`src/rtl/regfile_write_arbiter.sv`:
```
// rtl/regfile_write_arbiter.sv - shares the reg_file write port between WB, MUL/DIV and host writers
module regfile_write_arbiter #(
  parameter int XLEN         = 32,
  parameter int STARVE_LIMIT = 8,
  parameter int CNT_W        = 4
) (
  input  logic            CLK,
  input  logic            RESET,
  input  logic            WB_VALID,
  input  logic [4:0]      WB_ADDR,
  input  logic [XLEN-1:0] WB_DATA,
  input  logic            MD_VALID,
  input  logic [4:0]      MD_ADDR,
  input  logic [XLEN-1:0] MD_DATA,
  output logic            MD_READY,
  input  logic            HOST_VALID,
  input  logic [4:0]      HOST_ADDR,
  input  logic [XLEN-1:0] HOST_DATA,
  output logic            HOST_READY,
  input  logic            MD_ISSUE,
  input  logic [4:0]      MD_ISSUE_RD,
  output logic            REG_WRITE,
  output logic [4:0]      REG_ADDR,
  output logic [XLEN-1:0] REG_DATA,
  output logic            STALL_WB,
  output logic [31:0]     BUSY_VEC
);

  localparam logic [CNT_W-1:0] LIMIT = CNT_W'(STARVE_LIMIT);

  // 0 = MD preferred on a tie, 1 = HOST preferred
  logic             r_rr_ptr;
  logic [CNT_W-1:0] r_md_wait;
  logic [CNT_W-1:0] r_host_wait;
  logic             r_stall_wb;
  logic [31:0]      r_busy_vec;

  logic             w_grant_wb;
  logic             w_grant_md;
  logic             w_grant_host;
  logic             w_md_starved;
  logic             w_host_starved;
  logic [31:0]      w_busy_next;

  // Fixed priority for WB (never back-pressured), round-robin between MD and HOST; nothing granted in reset
  always_comb begin
    w_grant_wb   = !RESET && WB_VALID;
    w_grant_md   = !RESET && !WB_VALID && MD_VALID   && (!HOST_VALID || !r_rr_ptr);
    w_grant_host = !RESET && !WB_VALID && HOST_VALID && (!MD_VALID   ||  r_rr_ptr);
  end

  // Write-port mux; x0 writes are handshaken but never reach reg_file
  always_comb begin
    REG_ADDR = 5'd0;
    REG_DATA = '0;
    if (w_grant_wb) begin
      REG_ADDR = WB_ADDR;
      REG_DATA = WB_DATA;
    end else if (w_grant_md) begin
      REG_ADDR = MD_ADDR;
      REG_DATA = MD_DATA;
    end else if (w_grant_host) begin
      REG_ADDR = HOST_ADDR;
      REG_DATA = HOST_DATA;
    end
    REG_WRITE  = (w_grant_wb || w_grant_md || w_grant_host) && (REG_ADDR != 5'd0);
    MD_READY   = w_grant_md;
    HOST_READY = w_grant_host;
  end

  // A saturated requester that is still waiting keeps the WB stall request alive
  always_comb begin
    w_md_starved   = MD_VALID   && !w_grant_md   && (r_md_wait   == LIMIT);
    w_host_starved = HOST_VALID && !w_grant_host && (r_host_wait == LIMIT);
  end

  // Scoreboard update: grant clears, a same-cycle issue re-sets, x0 never busy
  always_comb begin
    w_busy_next = r_busy_vec;
    if (w_grant_md) begin
      w_busy_next[MD_ADDR] = 1'b0;
    end
    if (MD_ISSUE && (MD_ISSUE_RD != 5'd0)) begin
      w_busy_next[MD_ISSUE_RD] = 1'b1;
    end
    w_busy_next[0] = 1'b0;
  end

  // Round-robin pointer, wait counters, stall flag and busy scoreboard
  always_ff @(posedge CLK) begin
    if (RESET) begin
      r_rr_ptr    <= 1'b0;
      r_md_wait   <= '0;
      r_host_wait <= '0;
      r_stall_wb  <= 1'b0;
      r_busy_vec  <= '0;
    end else begin
      if (w_grant_md) begin
        r_rr_ptr <= 1'b1;
      end else if (w_grant_host) begin
        r_rr_ptr <= 1'b0;
      end

      if (!MD_VALID || w_grant_md) begin
        r_md_wait <= '0;
      end else if (r_md_wait != LIMIT) begin
        r_md_wait <= r_md_wait + 1'b1;
      end

      if (!HOST_VALID || w_grant_host) begin
        r_host_wait <= '0;
      end else if (r_host_wait != LIMIT) begin
        r_host_wait <= r_host_wait + 1'b1;
      end

      r_stall_wb <= w_md_starved || w_host_starved;
      r_busy_vec <= w_busy_next;
    end
  end

  assign STALL_WB = r_stall_wb;
  assign BUSY_VEC = r_busy_vec;

endmodule
```
`config.mk`:
```
export PLATFORM = sky130hd
export DESIGN_NAME = regfile_write_arbiter
export DESIGN_NICKNAME = d
export VERILOG_FILES = /design/src/rtl/regfile_write_arbiter.sv
export SDC_FILE = /design/constraint.sdc
export NUM_CORES = 1
export LEC_CHECK = 0
export CORE_AREA = 2 2 75 77
export CTS_CLUSTER_DIAMETER = 120
export DETAILED_ROUTE_END_ITERATION = 6
export DIE_AREA = 0 0 77 79
export DONT_BUFFER_PORTS = 1
export GPL_TIMING_DRIVEN = 1
export PLACE_DENSITY_LB_ADDON = 0.05
export SYNTH_ARGS = -nofsm -noshare
export SYNTH_HDL_FRONTEND = slang
export SYNTH_SLANG_ARGS = --single-unit
```
`constraint.sdc`:
```
create_clock -name CLK -period 4.8 [get_ports CLK]
set_input_delay 0.48 -clock CLK [delete_from_list [all_inputs] [get_ports CLK]]
set_output_delay 0.48 -clock CLK [all_outputs]
set_load 0.05 [all_outputs]
```
# Word level (Yosys, flattened, before mapping)
# Cells that the tools add are included.
dict set report classes {
  magnitude_cmp 4
  reduce_logical 33
  n_eq_ne 4
  bitwise_logic 3
  mux 14
  n_addsub 2
}
# op n
set ops {}
lappend ops {{$mux W32} 5}
lappend ops {{$and A32 B32 Y32} 1}
lappend ops {{$not A32 Y32} 1}
lappend ops {{$or A32 B32 Y32} 1}
lappend ops {{$mux W5} 3}
lappend ops {{$logic_and A1 B1 Y1} 14}
lappend ops {{$lt A5 B6 Y1 const B} 2}
lappend ops {{$demux W1 S5} 2}
lappend ops {{$ge A5 B1 Y1 const B} 2}
lappend ops {{$reduce_bool A5 Y1} 2}
lappend ops {{$add A4 B1 Y4 const B} 2}
lappend ops {{$eq A4 B4 Y1 const B} 2}
lappend ops {{$ne A4 B4 Y1 const B} 2}
lappend ops {{$logic_not A1 Y1} 7}
lappend ops {{$logic_or A1 B1 Y1} 7}
lappend ops {{$mux W1} 4}
lappend ops {{$reduce_or A2 Y1} 2}
lappend ops {{$reduce_bool A2 Y1} 1}
dict set report totals {
  word_cells 66
  output_inout_bits 73
  regBits 42
  in_bits 122
}

# Longest topological paths before layout
dict set report logic_depth {
  ltp_word 9
  ltp_mapped 7
  mapped_depth_nobuf 7
}

# Worst setup path after synthesis
# Ideal clock, no wire load.
dict set report synth_path {
  kind {input-to-output}
  from {input port RESET}
  to {output port REG_WRITE}
  stages 5
  required_ns 4.320
  slack_ns 1.769
  path_buffers 1
  t_arrival_ns 2.551
  cell_sequence {buf_4 -> nand2b_1 -> nor2_1 -> o31ai_1 -> or3_1}
}
dict set report synth_via {
  elab_chain_cells 9
  word_cells_on_any_way 14
  classes_between {mux: 3; reduce/logical: 11}
}
# item line
set synth_rtl {}
lappend synth_rtl {{start, declared} 8} ;# input logic RESET,
lappend synth_rtl {{$logic_not A1 Y1 *} {47, 48, 49}}
lappend synth_rtl {{$logic_and A1 B1 Y1} {48, 49}}
lappend synth_rtl {{$logic_and A1 B1 Y1 (2 in a row)} 49} ;# w_grant_host = !RESET && !WB_VALID && HOST_VALID && (!MD_VALID || r_rr_ptr);
lappend synth_rtl {{$mux W5} 62} ;# end else if (w_grant_host) begin
lappend synth_rtl {{$mux W5} 59} ;# end else if (w_grant_md) begin
lappend synth_rtl {{$mux W5 *} 56} ;# if (w_grant_wb) begin
lappend synth_rtl {{via REG_ADDR[2]} 23} ;# output logic [4:0] REG_ADDR,
lappend synth_rtl {{$reduce_bool A5 Y1 *} 66} ;# REG_WRITE = (w_grant_wb || w_grant_md || w_grant_host) && (REG_ADDR != 5'd0);
lappend synth_rtl {{$logic_and A1 B1 Y1 *} 66}
lappend synth_rtl {{end, declared} 22} ;# output logic REG_WRITE,
# Mark *: on every way through the listed nets, which the timed path passes. The rest lies on a longest branch.

# Worst setup path after layout
dict set report layout_path {
  from {register r_rr_ptr}
  to {output port REG_WRITE}
}
dict set report layout_via {
  elab_chain_cells 7
  word_cells_on_any_way 12
  classes_between {mux: 3; reduce/logical: 9}
}
# item line
set layout_rtl {}
lappend layout_rtl {{start, declared} 32} ;# logic r_rr_ptr;
lappend layout_rtl {{start signal, assigned} 92} ;# r_rr_ptr <= 1'b0;
lappend layout_rtl {{start signal, assigned} 99} ;# r_rr_ptr <= 1'b1;
lappend layout_rtl {{start signal, assigned} 101} ;# r_rr_ptr <= 1'b0;
lappend layout_rtl {{$logic_or A1 B1 Y1} 49}
lappend layout_rtl {{$logic_and A1 B1 Y1} 49}
lappend layout_rtl {{via HOST_READY} 19} ;# output logic HOST_READY,
lappend layout_rtl {{$mux W5} 62}
lappend layout_rtl {{$mux W5} 59}
lappend layout_rtl {{$mux W5} 56}
lappend layout_rtl {{via REG_ADDR[3]} 23}
lappend layout_rtl {{$reduce_bool A5 Y1} 66}
lappend layout_rtl {{$logic_and A1 B1 Y1} 66}
# The timed path passes the listed nets, and every way through them passes these cells.

==> impl_metrics.csv <==
group,metric,value,unit
finish,fillers,578,
min_path,hold_path_depth,1,
floorplanning,start_util,0.437,
floorplanning,core.rowCount,27,
finish,multi_input_area,1300,um2
power,power,872,uW
place,pre_cts_slack,1.74,ns
synth,netlist_instances,310,
worst_setup_path,cp.required,4.32,ns
clocking,clkLatencyLatePin,0.29,ns
global_route,grtUsageTotal,0.280,
sta,setup_viol,0,
synth,synth_edf_count,0,
sta,skew,0.00353,ns
synth,post_synth.cell_area_avg,7.52,um2
worst_setup_path,arrival,2.76,ns
clocking,cts_setup_buffers,0,
floorplanning,die_w,77,um
worst_setup_path,worstRegToRegCells,6,
worst_setup_path,r2r_slack,2.78,ns
min_path,holdPathEnd,"BUSY_VEC[21]$_SDFF_PP0_",
clocking,cts_tree,"built",
global_route,grt_overflow,0,
sta,slew-limit-headroom,0.315,
finish,final_common_cell,"nand2_1",
drt,drc,0,
finish,mostFrequentLayoutCells,"nand2_1, dfxtp_1, inv_1",
drt,vias,2394,
clocking,ctsHoldBuffers,0,
global_route,grt_max_degree,42,
sta,finalSetupTns,0,ns
clocking,clockRootBuffer,"clkbuf_8",
sta,finalCriticalPeriod,3.24,ns
global_route,grt_pass1_wl,13000,um
synth,yosysSeqAreaShare,0.352,
sta,final_max_slew_viol_count,0,
drt,drt_iter0_markers,275,
drt,firstDrtPassIters,7,
worst_setup_path,regToRegEndpoint,"BUSY_VEC[25]$_SDFF_PP0_",
finish,num_antenna_cells,0,
clocking,h-tree-depth,2,
drt,wl_per_cell,23.6,um
drt,viasPerCell,6.38,
clocking,clkTransAtPathRegs,0.08,ns
synth,synth_ff_type,"dfxtp_1",
sta,hold_viol_final,0,
worst_setup_path,r2r_start,"r_rr_ptr$_SDFFE_PP0P_",
place,gp_congestion,0.926,
global_route,antenna_found_initial,0,
clocking,cts_buffer_depth,2,
synth,yosys-top-cells-area,"dfxtp_1, a222oi_1, a21oi_1",
synth,syn_area,2330,um2
sta,fin_crit_sh,0.675,
clocking,numCtsBuffers,5,
floorplanning,dieArea,6080,um2
worst_setup_path,cp-start-kind,"flop",
sta,rsz0062_at_grt,"no",
synth,synth_top_area_frac,0.352,
synth,yosysUniqueCellTypes,38,
synth,syn_nets,436,
worst_setup_path,end_kind,"primary output",
finish,drive_gt1_frac,0.0561,
finish,seqCellArea,821,um2
floorplanning,ios,195,
synth,yosys_warnings,0,
place,place_area,2370,um2
flow_run,maxCapViolCount,0,
floorplanning,dieHeight,79,um
min_path,hold_class,"input port to flop",
min_path,min_from,"RESET",
power,peakVddDrop,0.000122,V
floorplanning,coreArea,5340,um2
power,powerDensity,348,nW/um2
synth,ys_ff_latch,41,
place,numPortBuffers,0,
synth,async_flop_share,0,
drt,ant_nets,0,
finish,synthToLayoutAreaGrowth,7.51,%
worst_setup_path,crit_type,"flop to primary output",
sta,timing.fmax,309,MHz
global_route,grt_pass1_vias,2221,
run_status,status,"finished clean",
place,dpl.hpwl,6870,um
clocking,ctsResizeCount,0,
synth,synth_top_area_cell,"dfxtp_1",
clocking,clock-sinks,41,
power,leakagePower,0.00102,uW
finish,final_area,2510,um2
finish,layout.nets,428,
worst_setup_path,cp_max_fo,38,
sta,worst_slack,1.56,ns
sta,max_slew.worst_pin.slew,1.03,ns
drt,routed_wl,8830,um
==> report_power, final <==
| part | leakage, uW | switching (uW) | internal, uW | total (uW) |
|---|---|---|---|---|
| sequential | 0.000332 | 16.0 | 345 | 361 |
| clock | 0.0000681 | 126 | 207 | 332 |
| combinational | 0.000616 | 145 | 33.7 | 178 |
==> cells in the mapped netlist, types with 3 or more instances <==
master and number:
a21oi_1 34, a221o_1 3, a222oi_1 32, and2_1 4, clkbuf_1 12, dfxtp_1 41, ha_1 4, inv_1 36
nand2_1 43, nand2b_1 6, nand3_1 6, nor2_1 19, nor2b_1 3, nor3b_1 4, o21ai_0 31, xor2_1 3
==> flip-flops by register name (all words and copies together) (netlist names) <==
signal and count:
r_host_wait 4, r_md_wait 4, STALL_WB 1, r_rr_ptr 1, BUSY_VEC 31
==> stage by stage <==
step,utilization,instances,hold WS (ns)
after global routing,0.470,375,0.232
after global placement,0.444,367,0.449
after floorplan,-,310,0.432
final,0.470,375,0.248
after detailed placement,0.444,367,0.453
after CTS,0.470,375,0.238
==> worst max-delay path by stage <==
stage                          start        end  slack (ns)  depth (start not counted)
2_1_floorplan                  RESET  REG_WRITE        1.77                          5
3_3_place_gp                WB_VALID  REG_WRITE        1.75                          6
3_5_place_dp                WB_VALID  REG_WRITE        1.74                          6
4_1_cts        r_rr_ptr$_SDFFE_PP0P_  REG_WRITE        1.55                          5
5_1_grt        r_rr_ptr$_SDFFE_PP0P_  REG_WRITE        1.48                          5
6_report       r_rr_ptr$_SDFFE_PP0P_  REG_WRITE        1.56                          5
==> layer usage <==
metal | track usage | vias to the layer above | part of all wire
li1 | - | 1100 | -
met1 | 0.371 | 1154 | 0.42
met2 | 0.459 | 135 | 0.47
met3 | 0.0852 | 5 | 0.10
met4 | 0.0464 | 0 | 0.0058
met5 | 0 | - | 0
==> critical path, cell delays in order (launching register included) <==
cell      delay, ns
dfxtp_1        0.32
nand2b_1       0.17
and3_4         0.34
a221o_1        0.58
or3_1          0.49
or3_1          0.55
==> cell families (layout without fill, tap and decap cells) <==
family,count (synthesis),in the layout,synth area share
AND/OR/NAND/NOR,100,100,0.206
XOR/XNOR,5,5,0.0188
adder cells (fa/ha/maj),4,4,0.0215
other,1,1,0.00161
AO/OA/AOI/OAI,105,105,0.305
buffers and inverters,54,47,0.0945
flip-flops,41,41,0.352
==> area by class of cell <==
cell class,instances,area share
clock buffers,5,0.0275
flip-flops and latches,41,0.328
multi-input cells,215,0.520
well taps,72,0.0359
repair buffers,3,0.00899
clock inverters,3,0.0260
inverters,36,0.0539
Note: power is estimated with default switching activity, not from simulation.
